[config.mk]
export PLATFORM = sky130hd
export DESIGN_NAME = mips_multicycle_ctrl
export DESIGN_NICKNAME = d
export VERILOG_FILES = /design/src/rtl/mips_multicycle_ctrl.sv
export SDC_FILE = /design/constraint.sdc
export NUM_CORES = 1
export LEC_CHECK = 0
export CORE_MARGIN = 2
export CORE_UTILIZATION = 35
export DETAILED_ROUTE_END_ITERATION = 7
export PLACE_DENSITY = 0.66
export REMOVE_ABC_BUFFERS = 1
export SYNTH_ARGS = -nofsm -noshare
export SYNTH_HDL_FRONTEND = slang
export SYNTH_SLANG_ARGS = --single-unit
[constraint.sdc]
create_clock -name clk -period 1.8 [get_ports clk]
set_clock_uncertainty 0.1 [all_clocks]
set_input_delay 0.18 -clock clk [delete_from_list [all_inputs] [get_ports clk]]
set_output_delay 0.18 -clock clk [all_outputs]
set_load 0.02 [all_outputs]
[src/rtl/mips_multicycle_ctrl.sv]
// mips_multicycle_ctrl
//   Multi-cycle MIPS main control FSM. It decodes the IR opcode and sequences
//   the datapath through fetch, decode, and the per-class execute/memory/
//   writeback steps. It issues the 2-bit ALU op to the ALU-control decoder and
//   consumes the ALU zero flag for branch resolution.
//
//   Optional feature: define MIPS_BNE_EN to make opcode 5 (bne) legal. bne
//   shares the BRANCH state with beq, and its PC enable uses the inverted zero
//   flag.
//
// Ports
//   clk          in   clock, rising edge
//   rst          in   synchronous active-high reset
//   opcode[5:0]  in   IR[31:26], held stable from DECODE until the next FETCH
//   zero         in   ALU zero flag
//   pc_en        out  PC load enable (unconditional write or taken branch)
//   iord         out  memory address select (0=PC, 1=ALUOut)
//   mem_read     out  memory read strobe
//   mem_write    out  memory write strobe
//   ir_write     out  instruction register load
//   reg_dst      out  destination register select (0=rt, 1=rd)
//   mem_to_reg   out  register write data select (0=ALUOut, 1=MDR)
//   reg_write    out  register file write enable
//   alu_src_a    out  ALU A select (0=PC, 1=regA)
//   alu_src_b    out  ALU B select (00=regB, 01=4, 10=imm, 11=imm<<2)
//   alu_op       out  ALU op (00=add, 01=sub, 10=use funct)
//   pc_src       out  PC source (00=ALU result, 01=ALUOut, 10=jump target)
//   illegal_op   out  one-cycle pulse in DECODE on an undecodable opcode
//   state        out  current state encoding, for debug
//   instr_count  out  retired-instruction counter, wraps modulo 2^CNT_W
module mips_multicycle_ctrl #(
  parameter logic [5:0] OP_RTYPE = 6'd0,
  parameter logic [5:0] OP_LW    = 6'd35,
  parameter logic [5:0] OP_SW    = 6'd43,
  parameter logic [5:0] OP_BEQ   = 6'd4,
  parameter logic [5:0] OP_J     = 6'd2,
  parameter int         CNT_W    = 16
) (
  input  logic             clk,
  input  logic             rst,
  input  logic [5:0]       opcode,
  input  logic             zero,
  output logic             pc_en,
  output logic             iord,
  output logic             mem_read,
  output logic             mem_write,
  output logic             ir_write,
  output logic             reg_dst,
  output logic             mem_to_reg,
  output logic             reg_write,
  output logic             alu_src_a,
  output logic [1:0]       alu_src_b,
  output logic [1:0]       alu_op,
  output logic [1:0]       pc_src,
  output logic             illegal_op,
  output logic [3:0]       state,
  output logic [CNT_W-1:0] instr_count
);

  typedef enum logic [3:0] {
    S_FETCH  = 4'd0,
    S_DECODE = 4'd1,
    S_MEMADR = 4'd2,
    S_MEMRD  = 4'd3,
    S_MEMWB  = 4'd4,
    S_MEMWR  = 4'd5,
    S_EXEC   = 4'd6,
    S_ALUWB  = 4'd7,
    S_BRANCH = 4'd8,
    S_JUMP   = 4'd9
  } state_t;

`ifdef MIPS_BNE_EN
  localparam logic [5:0] OP_BNE = 6'd5;
`endif

  state_t           state_reg, state_next;
  logic [CNT_W-1:0] count_reg;
  logic             retire;
  logic             branch_taken;

  always_ff @(posedge clk) begin
    if (rst) begin
      state_reg <= S_FETCH;
      count_reg <= '0;
    end else begin
      state_reg <= state_next;
      if (retire) count_reg <= count_reg + {{(CNT_W-1){1'b0}}, 1'b1};
    end
  end

  // bne (when enabled) resolves on the inverted zero flag; beq on zero.
  always_comb begin
    branch_taken = zero;
`ifdef MIPS_BNE_EN
    if (opcode == OP_BNE) branch_taken = ~zero;
`endif
  end

  always_comb begin
    state_next = S_FETCH;
    retire     = 1'b0;
    pc_en      = 1'b0;
    iord       = 1'b0;
    mem_read   = 1'b0;
    mem_write  = 1'b0;
    ir_write   = 1'b0;
    reg_dst    = 1'b0;
    mem_to_reg = 1'b0;
    reg_write  = 1'b0;
    alu_src_a  = 1'b0;
    alu_src_b  = 2'b00;
    alu_op     = 2'b00;
    pc_src     = 2'b00;
    illegal_op = 1'b0;

    case (state_reg)
      S_FETCH: begin
        mem_read   = 1'b1;
        ir_write   = 1'b1;
        pc_en      = 1'b1;
        alu_src_b  = 2'b01;
        state_next = S_DECODE;
      end
      S_DECODE: begin
        alu_src_b = 2'b11;
        if (opcode == OP_LW || opcode == OP_SW) state_next = S_MEMADR;
        else if (opcode == OP_RTYPE)            state_next = S_EXEC;
        else if (opcode == OP_BEQ)              state_next = S_BRANCH;
`ifdef MIPS_BNE_EN
        else if (opcode == OP_BNE)              state_next = S_BRANCH;
`endif
        else if (opcode == OP_J)                state_next = S_JUMP;
        else begin
          // Undecodable: drop straight back to FETCH without retiring.
          illegal_op = 1'b1;
          state_next = S_FETCH;
        end
      end
      S_MEMADR: begin
        alu_src_a  = 1'b1;
        alu_src_b  = 2'b10;
        state_next = (opcode == OP_LW) ? S_MEMRD : S_MEMWR;
      end
      S_MEMRD: begin
        mem_read   = 1'b1;
        iord       = 1'b1;
        state_next = S_MEMWB;
      end
      S_MEMWB: begin
        reg_write  = 1'b1;
        mem_to_reg = 1'b1;
        retire     = 1'b1;
      end
      S_MEMWR: begin
        mem_write = 1'b1;
        iord      = 1'b1;
        retire    = 1'b1;
      end
      S_EXEC: begin
        alu_src_a  = 1'b1;
        alu_op     = 2'b10;
        state_next = S_ALUWB;
      end
      S_ALUWB: begin
        reg_write = 1'b1;
        reg_dst   = 1'b1;
        retire    = 1'b1;
      end
      S_BRANCH: begin
        alu_src_a = 1'b1;
        alu_op    = 2'b01;
        pc_src    = 2'b01;
        pc_en     = branch_taken;
        retire    = 1'b1;
      end
      S_JUMP: begin
        pc_src = 2'b10;
        pc_en  = 1'b1;
        retire = 1'b1;
      end
      default: state_next = S_FETCH;
    endcase

    // During reset no strobe may fire and the muxes sit at their FETCH values.
    if (rst) begin
      pc_en      = 1'b0;
      mem_read   = 1'b0;
      mem_write  = 1'b0;
      ir_write   = 1'b0;
      reg_write  = 1'b0;
      illegal_op = 1'b0;
      iord       = 1'b0;
      reg_dst    = 1'b0;
      mem_to_reg = 1'b0;
      alu_src_a  = 1'b0;
      alu_src_b  = 2'b01;
      alu_op     = 2'b00;
      pc_src     = 2'b00;
    end
  end

  assign state       = state_reg;
  assign instr_count = count_reg;

endmodule

==> results.md, run 1 <==
- Pint: 0.642 mW
- Synth Register Bits: 20
- Critical Path AT: 1.96 ns
- Most common cell after layout, fill and taps aside: buf_4
- Placed insts: 280
- Layout area overhead: 94.3%
- Total leakage power: 0.975 nW
- Root buffer cell: clkbuf_4
- Max Cap Violations: 0
- CP bufs+invs: 0
- GR Util All Layers: 20.3%
- Initial core utilization: 36.2%
- Syn Inst Count: 155
- Antenna diodes: 0
- Largest net degree at the start of global routing: 23
- Yosys warnings: 0
- Endpoint class of the critical path: register
- Pwr dens: 372 mW/mm^2
- CP startpoint kind: register
- Clk_lat worst skew: 0.31 ns
- RSZ-0062 raised after global routing: true
- Final Setup Violations: 10
- P_sw: 0.225 mW
- Status: complete, but fails checks
- Peak VDD IR: 0.223 mV
- Core ar.: 0.00331 sq mm
- Number of port buffers: 44
- Final Net Count: 254
- CP Cell Sequence: nand3_4, or4_4, nor4b_4, mux2_4
- Final Cycle Share: 103%
- Commonest non-fill, non-tap cells in the layout: buf_4 (46), clkdlybuf4s50_1 (23), dfxtp_2 (13), buf_6 (13), nor2_1 (11)
- Gpl congestion: 0.770
- Filler instances: 272
- Post-synthesis instance area: 0.00120 sq mm
- CTS tree: done
- CP peak stage delay: 0.57 ns
- Met2 Resource Use GR: 40.3%
- Critical path's slowest cell: or4_4
- Initial antenna violation count: 0
- Die area: 0.00391 sq mm
- Final setup margin: -0.0539 ns
- Crit Path Class: reg2reg
- Synth cell types: 39
- Ratio of cells with drive above 1 in the final layout: 51.9%
- CTS buffer count: 3
- Synth Flop Type: dfxtp_1
- Grt ovf: 0
- Clk slew on worst S/H paths: 0.12 ns
- H-tree levels: 1
- Violated checks: setup timing
- Final-report max-slew violation count: 0
- Number of synthesized flops with an enable pin: 0
- Sw frac: 26.0%
- Post-Route Setup TNS: -0.348 ns
- Critical path data required time: 1.91 ns
- Detailed Place HPWL: 2890 um
- Clock sinks: 20
- Met3 GRT Util: 3.96%
- Final ANT Viol Nets: 0
- Worst Path Max Fanout: 3
- Fmax: 539 MHz
- DRT Pass-1 Iters: 4
- Avg Cell Area, Syn: 7.73 sq um
- Vias post-DR: 1,512
- Hold Path Class: in2reg
- Fin. Hold Viols: 0
- Logic pwr share: 17.6%
- Max reg flops: 16
- Worst-margin pin slew: 0.482 ns
- Asr flop ratio synth: 0%
- Grt met1 use: 21.7%
- Slew margin rel.: 67.8%
- I/O Pins: 45
- Total Wirelength: 4050 um
- Tmin final: 1.85 ns
- Share of power burned in registers: 51.5%
- # rows: 21
- Die width: 62.5 um
- Clock Power Share: 30.9%
- Avg WL per Cell: 14.0 um
- Die height: 62.5 um
- Drc violations: 0
- Fin cells: 289
- Global route hottest layer: met2
- Seq/Total Area, Yosys: 33.4%
- Drt initial violations: 59
- First-pass GRT wire length: 6600 um
- Clock tree buffer depth: 2
- Vias in the first global route: 1,525
- CP top delay family: simple AND/OR/NAND/NOR gates
- Vias per cell: 5.23
[layer usage]
layer / share of wire, % / wire [um]
met3: 4.2 / 169
met1: 40 / 1610
met2: 55 / 2210
met5: 0 / 0
met4: 1.4 / 55
[metrics by stage]
stage	util, %	cell area, sq um	worst slack [ns]	hold slack [ns]	power (mW)
after CTS	64.4	2130	-0.0804	0.365	0.860
after floorplan	-	1160	-0.377	0.149	0.509
after detailed placement	60.4	2000	-0.466	0.412	0.600
final	70.3	2330	-0.0539	0.364	0.867
after global placement	60.4	2000	-0.481	0.378	0.596
after global routing	70.3	2330	-0.135	0.394	0.897
[power by group through the flow]
stage,combinational [mW],clock [mW],sequential [mW]
2_1_floorplan,0.0438,0,0.465
3_3_place_gp,0.138,0,0.458
3_5_place_dp,0.142,0,0.458
4_1_cts,0.140,0.273,0.447
5_1_grt,0.162,0.288,0.448
6_report,0.152,0.268,0.447
[layout make-up]
class                   instances  area, sq um  share of cell area, %
repair buffers                 93          827                   35.5
flip-flops and latches         20          420                   18.1
multi-input cells             121          968                   41.6
well taps                      46         57.6                   2.47
inverters                       5         18.8                  0.806
clock buffers                   4         36.3                   1.56
[logic make-up (layout without fill, tap and decap cells)]
| group | after synthesis | count (layout) | synth area share, % |
|---|---|---|---|
| and+or+nand+nor | 74 | 74 | 35.6 |
| xor gates and xnor gates | 4 | 4 | 2.92 |
| DFF | 20 | 20 | 33.4 |
| buffers and inverters | 14 | 102 | 4.80 |
| AOI/OAI and AO/OA | 39 | 39 | 19.5 |
| adders and majority gates | 1 | 1 | 1.04 |
| muxes | 3 | 3 | 2.71 |
[path summary, 6_finish.rpt]
path                                      start               to  slack (ns)  cells past startpoint
worst max register to register   instr_count[7]  instr_count[15]       -0.05                      4
worst min register to register  instr_count[14]  instr_count[14]        0.42                      2
worst max-delay path             instr_count[7]  instr_count[15]       -0.05                      4
worst min-delay path                        rst         state[2]        0.36                      3
[what timing repair did]
action,in CTS,in global routing
hold buffers,0,0
cloned,0,0
endpoints found under the setup margin,32,30
setup buffers,2,4
resized for setup,104,52
pin swaps,12,18
[cell usage after synthesis (all sizes together), types with 2 or more instances]
library cell / number / area, sq um
nand2b: 3 / 18.8
o21bai: 2 / 15.0
a211o: 2 / 17.5
nor2b: 3 / 21.3
xor2: 2 / 17.5
mux2: 2 / 22.5
dfxtp: 20 / 400
nor4b: 2 / 23.8
buf: 4 / 20.0
nor2: 15 / 56.3
nor3: 6 / 30.0
nand3: 6 / 30.0
xnor2: 2 / 17.5
o21ai: 9 / 45.0
or4: 7 / 57.6
inv: 5 / 18.8
a21oi: 17 / 85.1
or3: 11 / 70.1
or2: 2 / 12.5
nand2: 11 / 41.3
o31ai: 6 / 45.0
clkbuf: 5 / 18.8
nor4: 3 / 18.8
[worst register-to-register path, stage by stage, from the launching register on]
cell and delay [ns]:
dfxtp_2 0.38, nand3_4 0.09, or4_4 0.57, nor4b_4 0.30, mux2_4 0.32
(Power assumes the default switching activity.)
==> run 2: changes to the inputs <==
Settings changed: DONT_BUFFER_PORTS set to 1, PLACE_DENSITY 0.66 to 0.49.
==> run 2 against run 1 <==
Effect of this change:
- cell count fell by 13%
- utilization fell by 13 points
- power fell by 12%
- the flow still finishes with violations (setup timing)
- non-clock buffer count fell by 38
- critical path type unchanged
- worst setup slack got worse by 0.095 ns
- largest power group unchanged
==> results.md, run 2 (synthesis results as in run 1) <==
- Crit Path Class: reg2reg
- Max reg flops: 16
- Final instance area: 0.00191 sq mm
- Drc violations: 0
- Initial antenna violation count: 0
- Final Setup Violations: 16
- Clock tree buffer depth: 2
- Pwr dens: 399 mW/mm^2
- Clk_lat worst skew: 0.29 ns
- Total power: 0.761 mW
- Vias in the first global route: 1,335
- Fin cells: 250
- Max Cap Violations: 0
- Area of the multi-input gates: 927 sq um
- Initial core utilization: 36.2%
- Core ar.: 0.00331 sq mm
- Hold Path Class: in2reg
- Slew margin rel.: 45.2%
- Antenna diodes: 0
- Violated checks: setup timing
- H-tree levels: 1
- Worst Path Max Fanout: 6
- Vias per cell: 5.38
- Layout area overhead: 59.2%
- First-pass GRT wire length: 5950 um
- Final-report max-slew violation count: 0
- Tmin final: 1.95 ns
- Clk slew on worst S/H paths: 0.10 ns
- Ratio of cells with drive above 1 in the final layout: 51.5%
- GR Util All Layers: 18.3%
- Final Net Count: 216
- Total Wirelength: 3490 um
- Final Cycle Share: 108%
- DRT Pass-1 Iters: 4
- Placed insts: 233
- CP startpoint kind: register
- # rows: 21
- Total leakage power: 0.743 nW
- Largest net degree at the start of global routing: 16
- RSZ-0062 raised after global routing: true
- Critical path data required time: 1.91 ns
- Final setup margin: -0.149 ns
- Fmax: 513 MHz
- CTS tree: done
- Filler instances: 325
- Peak VDD IR: 0.216 mV
- Number of port buffers: 0
- Gpl congestion: 0.868
- Detailed Place HPWL: 2280 um
- Drt initial violations: 64
- Die width: 62.5 um
- Critical Path AT: 2.06 ns
- Most common cell after layout, fill and taps aside: buf_4
- Endpoint class of the critical path: register
- FF+latch area: 417 sq um
- Commonest non-fill, non-tap cells in the layout: buf_4 (39), nor2_1 (11), nand2_1 (11), a21oi_2 (10), dfxtp_2 (10)
- Fin. Hold Viols: 0
- Die area: 0.00391 sq mm
- Clock sinks: 20
- Placed inst area: 0.00153 sq mm
- Status: complete, but fails checks
- CTS buffer count: 3
- Vias post-DR: 1,345
- Avg WL per Cell: 14.0 um
- Final ANT Viol Nets: 0
- Root buffer cell: clkbuf_4
- I/O Pins: 45
- Die height: 62.5 um
- Worst-margin pin slew: 0.819 ns
- Util after Layout: 57.6%
- Grt ovf: 0
run 2: worst max-delay path: stages, from the launching register on:
cell     delay (ns)
dfxtp_4        0.36
buf_6          0.13
xnor2_4        0.14
buf_6          0.11
o32a_1         0.38
buf_6          0.16
or3_4          0.33
a21oi_2        0.15
run 2: area by class of cell:
class / count / share of cell area [%]
repair buffers: 55 / 24.4
clock buffers: 3 / 1.18
flip-flops and latches: 20 / 21.8
multi-input cells: 121 / 48.6
inverters: 5 / 0.984
well taps: 46 / 3.02
run 2: where the power goes:
part | leakage [nW] | switching, mW | internal, mW
Clock | 0.0138 | 0.124 | 0.0778
Sequential | 0.167 | 0.00136 | 0.443
Combinational | 0.562 | 0.0623 | 0.0525
run 2: worst paths after layout:
kind                         from  slack, ns  cells past startpoint               to
setup / recovery         state[3]      -0.15                      7   instr_count[6]
hold reg to reg   instr_count[10]       0.44                      2  instr_count[10]
hold / removal                rst       0.02                      2  instr_count[15]
setup reg to reg         state[3]      -0.15                      7   instr_count[6]
run 2: per-stage QoR:
stage | setup TNS [ns] | hold slack (ns) | worst slack (ns)
after floorplan | -2.82 | 0.149 | -0.377
after global placement | -0.210 | 0.153 | -0.0755
after detailed placement | -0.294 | 0.154 | -0.107
after CTS | -0.848 | 0.0154 | -0.188
after global routing | -2.58 | 0.0376 | -0.223
final | -1.06 | 0.0248 | -0.149
run 2: timing repair:
item	in CTS	in global routing
endpoints found under the setup margin	20	27
buffers inserted	5	1
resized for setup	33	28
hold buffers	7	0
gates cloned	1	0
pin swaps	18	9
hold endpoints to repair	18	0
run 2: per-layer routing:
metal  wire length, um  vias to the layer above  global-route usage (%)
met5                 0                        -                       0
met4                48                        0                    5.83
li1                  -                      672                       -
met3               164                        6                    3.24
met1              1500                      629                    21.3
met2              1780                       38                    33.7
